<file path="config.mk">
export PLATFORM = sky130hd
export DESIGN_NAME = wave_profile_gen
export DESIGN_NICKNAME = d
export VERILOG_FILES = /design/src/rtl/wave_pkg.sv /design/src/rtl/sine_quarter_lut.sv /design/src/rtl/wave_profile_gen.sv
export SDC_FILE = /design/constraint.sdc
export NUM_CORES = 1
export LEC_CHECK = 0
export BUFFER_PORTS_ARGS = -buffer_cell sky130_fd_sc_hd__buf_2
export CORE_MARGIN = 10
export CORE_UTILIZATION = 29
export DETAILED_ROUTE_END_ITERATION = 6
export GPL_TIMING_DRIVEN = 0
export PLACE_DENSITY = 0.42
export RECOVER_POWER = 50
export SLEW_MARGIN = 5
export SYNTH_ARGS = -nofsm -noshare
export SYNTH_HDL_FRONTEND = slang
export SYNTH_HIERARCHICAL = 1
export SYNTH_SLANG_ARGS = --single-unit
</file>
<file path="constraint.sdc">
create_clock -name vclock -period 9.3 [get_ports vclock]
set_input_delay 2.325 -clock vclock [delete_from_list [all_inputs] [get_ports vclock]]
set_output_delay 2.325 -clock vclock [all_outputs]
set_load 0.05 [all_outputs]
</file>
<file path="src/rtl/wave_pkg.sv">
// Shared constants and FSM encoding for the wave profile generator.
package wave_pkg;

    localparam int NUM_SAMPLES = 1024;
    localparam int CENTER      = 384;
    localparam int MAX_Y       = 767;
    localparam int PHASE_W     = 16;

    typedef enum logic [1:0] {
        IDLE,
        RUN,
        DRAIN
    } state_t;

endpackage

</file>
<file path="src/rtl/sine_quarter_lut.sv">
// Full-wave sine from a 64-entry quarter-wave ROM, signed 8-bit output (-127..127).
// Latency 1 cycle (registered output); no flow control.
module sine_quarter_lut (
    input  logic       vclock,
    input  logic [7:0] i_phase,
    output logic [7:0] o_sine
);

    logic [5:0] w_addr;
    logic [6:0] w_mag;
    logic [7:0] w_pos;
    logic [7:0] r_sine;

    // Odd quadrants run the quarter wave backwards; 63 - a is the bitwise inverse.
    assign w_addr = i_phase[6] ? ~i_phase[5:0] : i_phase[5:0];

    // Entry k = round(127 * sin(pi/2 * (k + 0.5) / 64)).
    always_comb begin
        w_mag = 7'd0;
        case (w_addr)
            6'd0:  w_mag = 7'd2;   6'd1:  w_mag = 7'd5;   6'd2:  w_mag = 7'd8;   6'd3:  w_mag = 7'd11;
            6'd4:  w_mag = 7'd14;  6'd5:  w_mag = 7'd17;  6'd6:  w_mag = 7'd20;  6'd7:  w_mag = 7'd23;
            6'd8:  w_mag = 7'd26;  6'd9:  w_mag = 7'd29;  6'd10: w_mag = 7'd32;  6'd11: w_mag = 7'd35;
            6'd12: w_mag = 7'd38;  6'd13: w_mag = 7'd41;  6'd14: w_mag = 7'd44;  6'd15: w_mag = 7'd47;
            6'd16: w_mag = 7'd50;  6'd17: w_mag = 7'd53;  6'd18: w_mag = 7'd56;  6'd19: w_mag = 7'd58;
            6'd20: w_mag = 7'd61;  6'd21: w_mag = 7'd64;  6'd22: w_mag = 7'd67;  6'd23: w_mag = 7'd69;
            6'd24: w_mag = 7'd72;  6'd25: w_mag = 7'd74;  6'd26: w_mag = 7'd77;  6'd27: w_mag = 7'd79;
            6'd28: w_mag = 7'd82;  6'd29: w_mag = 7'd84;  6'd30: w_mag = 7'd86;  6'd31: w_mag = 7'd89;
            6'd32: w_mag = 7'd91;  6'd33: w_mag = 7'd93;  6'd34: w_mag = 7'd95;  6'd35: w_mag = 7'd97;
            6'd36: w_mag = 7'd99;  6'd37: w_mag = 7'd101; 6'd38: w_mag = 7'd103; 6'd39: w_mag = 7'd105;
            6'd40: w_mag = 7'd106; 6'd41: w_mag = 7'd108; 6'd42: w_mag = 7'd110; 6'd43: w_mag = 7'd111;
            6'd44: w_mag = 7'd113; 6'd45: w_mag = 7'd114; 6'd46: w_mag = 7'd115; 6'd47: w_mag = 7'd117;
            6'd48: w_mag = 7'd118; 6'd49: w_mag = 7'd119; 6'd50: w_mag = 7'd120; 6'd51: w_mag = 7'd121;
            6'd52: w_mag = 7'd122; 6'd53: w_mag = 7'd123; 6'd54: w_mag = 7'd124; 6'd55: w_mag = 7'd124;
            6'd56: w_mag = 7'd125; 6'd57: w_mag = 7'd125; 6'd58: w_mag = 7'd126; 6'd59: w_mag = 7'd126;
            6'd60: w_mag = 7'd127; 6'd61: w_mag = 7'd127; 6'd62: w_mag = 7'd127; 6'd63: w_mag = 7'd127;
            default: w_mag = 7'd0;
        endcase
    end

    assign w_pos = {1'b0, w_mag};

    // Lower half of the cycle is the negated upper half.
    always_ff @(posedge vclock) begin
        r_sine <= i_phase[7] ? (~w_pos + 8'd1) : w_pos;
    end

    assign o_sine = r_sine;

endmodule

</file>
<file path="src/rtl/wave_profile_gen.sv">
// Streams NUM_SAMPLES sine profile heights into the display shadow buffer once per frame.
// First write 5 cycles after the vsync fall, then one per cycle; no backpressure, late frame starts flag overrun.
module wave_profile_gen
    import wave_pkg::*;
(
    input  logic        vclock,
    input  logic        reset,
    input  logic        vsync,
    input  logic [15:0] phase_base,
    input  logic [15:0] freq_step,
    input  logic [8:0]  amplitude,
    output logic [9:0]  wave_prof,
    output logic [10:0] wave_index,
    output logic        wave_we,
    output logic        busy,
    output logic        overrun
);

    localparam logic signed [16:0] C_CENTER = 17'(CENTER);
    localparam logic signed [16:0] C_MAX_Y  = 17'(MAX_Y);

    state_t               r_state, w_state_nxt;
    logic                 r_vsync_d;
    logic                 w_frame_start, w_start, w_issue, w_busy_clr;
    logic                 w_last_issue, w_drain_done;
    logic [PHASE_W-1:0]   r_acc, r_step;
    logic [8:0]           r_amp;
    logic [10:0]          r_n;
    logic [7:0]           r_phase;
    logic [10:0]          r_p_idx, r_s1_idx, r_s2_idx, r_idx;
    logic                 r_p_vld, r_s1_vld, r_s2_vld, r_we;
    logic [7:0]           w_sine;
    logic signed [16:0]   w_amp_x, w_sine_x, w_prod, r_prod, w_shift, w_y;
    logic [9:0]           w_prof_clamped, r_prof;
    logic                 r_busy, r_overrun;

    assign w_frame_start = r_vsync_d & ~vsync;
    assign w_last_issue  = (r_n == 11'(NUM_SAMPLES - 1));
    assign w_drain_done  = r_we & ~r_s2_vld & ~r_s1_vld & ~r_p_vld;

    always_ff @(posedge vclock) begin
        if (!reset) begin
            r_state <= IDLE;
        end else begin
            r_state <= w_state_nxt;
        end
    end

    always_comb begin
        w_state_nxt = r_state;
        w_start     = 1'b0;
        w_issue     = 1'b0;
        w_busy_clr  = 1'b0;
        case (r_state)
            IDLE: begin
                if (w_frame_start) begin
                    w_start     = 1'b1;
                    w_state_nxt = RUN;
                end
            end
            RUN: begin
                w_issue = 1'b1;
                if (w_last_issue) begin
                    w_state_nxt = DRAIN;
                end
            end
            DRAIN: begin
                if (w_drain_done) begin
                    w_busy_clr  = 1'b1;
                    w_state_nxt = IDLE;
                end
            end
            default: w_state_nxt = IDLE;
        endcase
    end

    sine_quarter_lut u_lut (
        .vclock  (vclock),
        .i_phase (r_phase),
        .o_sine  (w_sine)
    );

    assign w_amp_x  = $signed({8'd0, r_amp});
    assign w_sine_x = $signed({{9{w_sine[7]}}, w_sine});
    assign w_prod   = w_amp_x * w_sine_x;

    // Arithmetic shift floors negative products, so the profile is not symmetric about CENTER.
    assign w_shift = r_prod >>> 7;
    assign w_y     = C_CENTER - w_shift;

    always_comb begin
        w_prof_clamped = w_y[9:0];
        if (w_y[16]) begin
            w_prof_clamped = 10'd0;
        end else if (w_y > C_MAX_Y) begin
            w_prof_clamped = C_MAX_Y[9:0];
        end
    end

    always_ff @(posedge vclock) begin
        if (!reset) begin
            r_vsync_d <= 1'b1;
            r_acc     <= '0;
            r_step    <= '0;
            r_amp     <= '0;
            r_n       <= '0;
            r_phase   <= '0;
            r_p_idx   <= '0;
            r_s1_idx  <= '0;
            r_s2_idx  <= '0;
            r_idx     <= '0;
            r_p_vld   <= 1'b0;
            r_s1_vld  <= 1'b0;
            r_s2_vld  <= 1'b0;
            r_we      <= 1'b0;
            r_prod    <= '0;
            r_prof    <= '0;
            r_busy    <= 1'b0;
            r_overrun <= 1'b0;
        end else begin
            r_vsync_d <= vsync;
            r_overrun <= w_frame_start & r_busy;

            if (w_start) begin
                r_acc  <= phase_base;
                r_step <= freq_step;
                r_amp  <= amplitude;
                r_n    <= '0;
                r_busy <= 1'b1;
            end else if (w_busy_clr) begin
                r_busy <= 1'b0;
            end

            // Phase accumulates per column; only the top byte feeds the LUT.
            r_p_vld <= w_issue;
            if (w_issue) begin
                r_phase <= r_acc[PHASE_W-1 -: 8];
                r_p_idx <= r_n;
                r_acc   <= r_acc + r_step;
                r_n     <= r_n + 11'd1;
            end

            r_s1_vld <= r_p_vld;
            r_s1_idx <= r_p_idx;
            r_s2_vld <= r_s1_vld;
            r_s2_idx <= r_s1_idx;
            r_prod   <= w_prod;
            r_we     <= r_s2_vld;
            if (r_s2_vld) begin
                r_prof <= w_prof_clamped;
                r_idx  <= r_s2_idx;
            end
        end
    end

    assign wave_prof  = r_prof;
    assign wave_index = r_idx;
    assign wave_we    = r_we;
    assign busy       = r_busy;
    assign overrun    = r_overrun;

endmodule

</file>
==> metrics.cfg, run 1 <==
[run_status]
outcome = finished clean

[worst_setup_path]
cpMostUsedCell = fa_1
crit_fanout = 8
slowest_delay_ns = 0.54
cp_top_family = adder cells
end_kind = flip-flop
arrival_ns = 5.39
crit_buf_inv = 3
crit_chain = clkinv_1 > nor2_1 > fa_1 > fa_1 > fa_1 > inv_1 > fa_1 > inv_1 > ha_1 > o21a_2 > o31ai_1 > a211oi_2 > a311oi_2 > o21ai_1 > mux2_1
start_kind = flip-flop
critPathKind = reg -> reg
slowest_stage = fa_1
crit_required_ns = 9.62

[synth]
postSynth.asyncResetShare_pct = 0
ys_warn_count = 6
synth.avg_cell_area_sq_um = 8.42
ys_types = 88
syn_area_sq_um = 9250
syn-num-nets = 1248
synth_seq_cells = 141
ys.flop_type = dfxtp_1
synth_edf_count = 0
seq_area_frac_synth_pct = 30.5
synth_cells = 1099

[placed_design]
hpwl_mm = 21.0
numPortBuffers = 67
placed_area_sq_um = 10100
place_inst = 1568
place.gp.congestion = 0.923

[global_route]
grt_max_degree = 17
antenna_found_initial = 0
grt_pass1_wl_mm = 43.8
use_met2_pct = 22.9
use_met3_pct = 2.79
grt_pass1_vias = 7886
grt_util_all_layers_pct = 14.1
busiest_layer = met2
grt_overflow = 0
met1_usage_pct = 18.8

[die]
fp-row-count = 65
start_util_pct = 29.3
fp.coreArea_sq_um = 31600
io_pins = 68
dieArea_sq_um = 39400
die_h_um = 199
die_w_um = 199

[layout]
final_core_util_pct = 33.7
layout.cells.most_common = nand2_1
syn_to_final_growth_pct = 14.9
stdcell_count = 1600
diodes = 0
drive_above_1_share_pct = 10.0
layout_common_cells = nand2_1 (151), dfxtp_1 (141), a21oi_1 (81)
nets = 1334
design_area_sq_um = 10600

[sta]
worstMarginPinSlew_ns = 0.838
rsz0062_at_grt = no
hold_violations = 0
finalMaxSlewViolations = 0
setup_violations = 0
timing.fmax_mhz = 197
finClkSkew_ns = 0.0120
tns_ns = 0
max-slew-margin-rel_pct = 44.1
min_period_ns = 5.08
finalCritPeriodShare_pct = 54.6

[clock_network]
cts_buffer_depth = 2
cts.sinks = 141
cts_resized = 0
cts_tree = done
clock_latency_ns = 0.43
path_clk_slew_ns = 0.07
postCtsSetupBuffers = 0
cts_buffers = 17
cts_root_buf = clkbuf_16
h-tree-depth = 4
hold_buffers = 0

[pwr]
netSwitchingFraction_pct = 30.8
p_int_w = 0.00114
p_leak_nw = 4.59
switchingPower_w = 0.000505
combPwrFrac_pct = 18.2
p_per_area_nw_per_um2 = 155
clkPwrFrac_pct = 40.8
pwr-share-seq_pct = 41.0
peakVddDrop_v = 0.000115

[route]
ant_nets = 0
routed_wl_mm = 27.1
num_vias = 7847
wl_per_cell_um = 16.9
firstDrtPassIters = 6
drt-initial-drc-count = 518
via_per_inst = 4.90
drc_errors = 0

[flow_run]
maxCapViolCount = 0

[hold_path]
holdCritPathClass = reg -> reg

[state kept, by name (all words and copies together) (netlist names), 9 cells and up]
| name | cells |
|---|---|
| r_step | 16 |
| wave_index | 11 |
| r_s1_idx | 11 |
| r_acc | 16 |
| r_n | 11 |
| r_p_idx | 11 |
| r_amp | 9 |
| wave_prof | 10 |
| r_s2_idx | 11 |
| r_prod | 10 |
[logic make-up after synthesis]
kind of cell	count (synthesis)	synth area share, %
AOI/OAI and AO/OA	246	17.8
xor gates and xnor gates	32	3.03
adders and majority gates	105	17.6
buffers and inverters	128	5.72
DFF	141	30.5
muxes	19	2.22
and+or+nand+nor	428	23.1
[worst paths after layout]
path,startpoint,end,slack [ns],cells after the start
min reg2reg,r_s1_idx[8]$_SDFF_PN0_,r_s2_idx[8]$_SDFF_PN0_,0.43,1
max reg2reg,u_lut/o_sine[7]$_SDFF_PN0_,r_prod[16]$_SDFF_PN0_,4.22,15
max,u_lut/o_sine[7]$_SDFF_PN0_,r_prod[16]$_SDFF_PN0_,4.22,15
min,r_s1_idx[8]$_SDFF_PN0_,r_s2_idx[8]$_SDFF_PN0_,0.43,1
[power by group through the flow]
stage | logic [W] | clock network (W) | registers [W]
floorplan | 0.000218 | 0 | 0.000677
global placement | 0.000304 | 0 | 0.000687
detailed placement | 0.000304 | 0 | 0.000688
CTS | 0.000305 | 0.000690 | 0.000674
global route | 0.000341 | 0.000718 | 0.000679
finish | 0.000299 | 0.000670 | 0.000673
[per-layer routing]
metal	wire (um)	up-vias
met1	13100	3705
met2	12500	164
met3	1120	27
met5	0	-
li1	-	3951
met4	291	0
[area by class of cell]
type | instances | area, sq um
Fill cell | 3378 | 20900
Multi-Input combinational cell | 830 | 5900
Clock inverter | 14 | 136
Tap cell | 402 | 503
Sequential cell | 141 | 2820
Timing Repair Buffer | 67 | 303
Inverter | 75 | 282
Buffer | 53 | 245
Clock buffer | 18 | 439
[per-stage QoR]
| step | hold slack [ns] | setup WS (ns) | total power [W] |
|---|---|---|---|
| 3_3_place_gp | 0.416 | 4.16 | 0.000992 |
| 6_report | 0.433 | 4.22 | 0.00164 |
| 5_1_grt | 0.452 | 3.93 | 0.00174 |
| 3_5_place_dp | 0.423 | 4.16 | 0.000991 |
| 2_1_floorplan | 0.412 | 4.67 | 0.000895 |
| 4_1_cts | 0.434 | 4.14 | 0.00167 |
[cells in the mapped netlist, drive strengths merged, types with 4 or more instances]
cell,instances,area share [%]
xnor2,16,1.5
nand4,4,0.27
inv,74,3.0
nand2b,20,1.4
nand2,151,6.1
and2,76,5.2
o21ai,40,2.2
o31ai,4,0.32
ha,63,8.5
clkbuf,28,1.1
dfxtp,141,31
and3,11,0.74
o21a,12,0.99
nor3,19,1.0
nor2b,14,0.95
a31oi,12,0.81
buf,25,1.5
mux2i,16,1.7
nor2,76,3.1
xor2,16,1.5
fa,42,9.1
a21oi,83,4.6
nand3,18,0.97
o22a,9,0.85
or2,8,0.54
nor3b,7,0.57
a311oi,14,1.4
a211oi,11,0.95
o211ai,5,0.41
a21o,12,1.0
[worst register-to-register path, stage by stage (launching register included)]
cell and delay [ns]:
dfxtp_1 0.46, clkinv_1 0.29, nor2_1 0.22, fa_1 0.46, fa_1 0.52, fa_1 0.54
inv_1 0.05, fa_1 0.52, inv_1 0.04, ha_1 0.33, o21a_2 0.23, o31ai_1 0.32
a211oi_2 0.12, a311oi_2 0.41, o21ai_1 0.13, mux2_1 0.32
Power figures use the tool's default switching activity.
==> run 2: changes to the inputs <==
Settings changed: PLACE_DENSITY 0.42 to 0.44.
Clock period 9.3 ns to 4.4 ns, I/O delays scaled along.
==> metrics.cfg, run 2 (synthesized netlist as in run 1, its figures left out) <==
[worst_setup_path]
rr_endpoint = r_prod[16]$_SDFF_PN0_
reg2reg_from = u_lut/o_sine[5]$_DFF_P_
critPathKind = reg -> reg
slowest_delay_ns = 0.58
cpMostUsedCell = fa_1
reg2regPathDepth = 14
arrival_ns = 4.71
crit_buf_inv = 2
start_kind = flip-flop
regToRegSetupSlack_ns = -0.004
slowest_stage = fa_1
crit_chain = and2_4 > fa_1 > fa_1 > fa_1 > inv_2 > fa_1 > inv_2 > ha_4 > o21a_4 > o31ai_4 > a211oi_4 > a311oi_2 > o21ai_1 > mux2_4
crit_fanout = 7
cp_top_family = adder cells
end_kind = flip-flop
crit_required_ns = 4.71

[layout]
syn_to_final_growth_pct = 19.9
nFillCells = 3395
drive_above_1_share_pct = 15.9
top_regs = r_acc x16, r_step x16
layout_common_cells = nand2_1 (148), dfxtp_1 (124), a21oi_1 (81)
diodes = 0
layout.cells.most_common = nand2_1
seqCellArea_sq_um = 2880
design_area_sq_um = 11100
nets = 1359
multi_input_area_sq_um = 6060

[global_route]
grt_pass1_vias = 8022
grt_pass1_wl_mm = 45.0
grt_util_all_layers_pct = 14.4
grt_overflow = 0
antenna_found_initial = 0
grt_max_degree = 17

[pwr]
peakVddDrop_v = 0.000258
total_power_w = 0.00364
p_per_area_nw_per_um2 = 328
p_leak_nw = 4.75

[run_status]
outcome = finished with violations
violations = negative setup slack

[clock_network]
cts_root_buf = clkbuf_16
cts_buffer_depth = 2
hold_buffers = 0
path_clk_slew_ns = 0.06
cts_buffers = 17
clock_latency_ns = 0.42
cts.sinks = 141
cts_tree = done
h-tree-depth = 4

[sta]
worstMarginPinSlew_ns = 0.764
hold_violations = 0
finalCritPeriodShare_pct = 100
min_period_ns = 4.40
finalMaxSlewViolations = 0
timing.hold.ws_ns = 0.432
rsz0062_at_grt = yes
setup_violations = 1
max-slew-margin-rel_pct = 49.1
timing.fmax_mhz = 227
fin_ws_ns = -0.00365
finClkSkew_ns = 0.00652

[die]
die_h_um = 199
start_util_pct = 29.3
fp-row-count = 65
fp.coreArea_sq_um = 31600
io_pins = 68
die_w_um = 199
dieArea_sq_um = 39400

[placed_design]
hpwl_mm = 21.4
numPortBuffers = 67
placed_area_sq_um = 10100
place.gp.congestion = 0.929

[route]
ant_nets = 0
firstDrtPassIters = 5
wl_per_cell_um = 17.3
drt-initial-drc-count = 468
drc_errors = 0
routed_wl_mm = 28.2
num_vias = 8007
via_per_inst = 4.93

[hold_path]
hold_depth = 1
hold_start = r_s1_idx[10]$_SDFF_PN0_
holdCritPathClass = reg -> reg
hold_end = r_s2_idx[10]$_SDFF_PN0_

[flow_run]
maxCapViolCount = 0

-- run 2: cell count changes in the layout (fill, tap and decap cells not counted), moves of 4 or more --
cell,delta
and2_4,+8
buf_4,+22
dfxtp_1,-17
inv_2,+5
ha_4,+4
inv_1,-5
ha_1,-5
dfxtp_4,+16
and2_1,-9
-- run 2: power breakdown --
| part | switching [W] | total [W] | leakage [nW] | internal (W) |
|---|---|---|---|---|
| logic | 0.000411 | 0.000698 | 3.30 | 0.000286 |
| clock network | 0.000610 | 0.00152 | 0.296 | 0.000909 |
| registers | 0.0000698 | 0.00142 | 1.16 | 0.00135 |
-- run 2: metal layers --
| layer | up-vias | GRT usage, % | wire length (um) |
|---|---|---|---|
| met2 | 187 | 23.9 | 13200 |
| li1 | 4011 | - | - |
| met3 | 15 | 2.57 | 1210 |
| met1 | 3794 | 19.4 | 13600 |
| met4 | 0 | 2.60 | 248 |
| met5 | - | 0 | 0 |
-- run 2: per-stage QoR --
step / setup slack [ns] / TNS (ns) / instances / util [%]
2_1_floorplan: 0.00407 / 0 / 1099 / -
3_3_place_gp: -0.427 / -0.918 / 1568 / 32.0
3_5_place_dp: -0.400 / -0.924 / 1568 / 32.0
4_1_cts: 0.000439 / 0 / 1620 / 35.0
5_1_grt: -0.127 / -0.247 / 1625 / 35.1
6_report: -0.00365 / -0.00365 / 1625 / 35.1
-- run 2: what timing repair did --
item	CTS	global route
setup endpoints to repair	4	3
resized for setup	58	16
buffers inserted	20	5
pin swaps	26	21
-- run 2: layout make-up --
cell class,instances,area share (%)
Multi-Input combinational cell,830,54.7
Timing Repair Buffer,92,4.41
Buffer,53,2.23
Tap cell,402,4.54
Clock inverter,13,1.61
Inverter,75,2.61
Sequential cell,141,26.0
Clock buffer,19,3.90
-- run 2: how the worst max path moves through the flow --
stage,from,endpoint,slack [ns],cells after the start
floorplan,u_lut/o_sine[7]$_SDFF_PN0_,r_prod[16]$_SDFF_PN0_,0.004,15
global placement,r_amp[1]$_SDFFE_PN0P_,r_prod[16]$_SDFF_PN0_,-0.43,15
detailed placement,u_lut/o_sine[7]$_SDFF_PN0_,r_prod[16]$_SDFF_PN0_,-0.40,15
CTS,u_lut/o_sine[1]$_DFF_P_,r_prod[16]$_SDFF_PN0_,0.0004,15
global route,u_lut/o_sine[5]$_DFF_P_,r_prod[16]$_SDFF_PN0_,-0.13,14
finish,u_lut/o_sine[5]$_DFF_P_,r_prod[16]$_SDFF_PN0_,-0.004,14
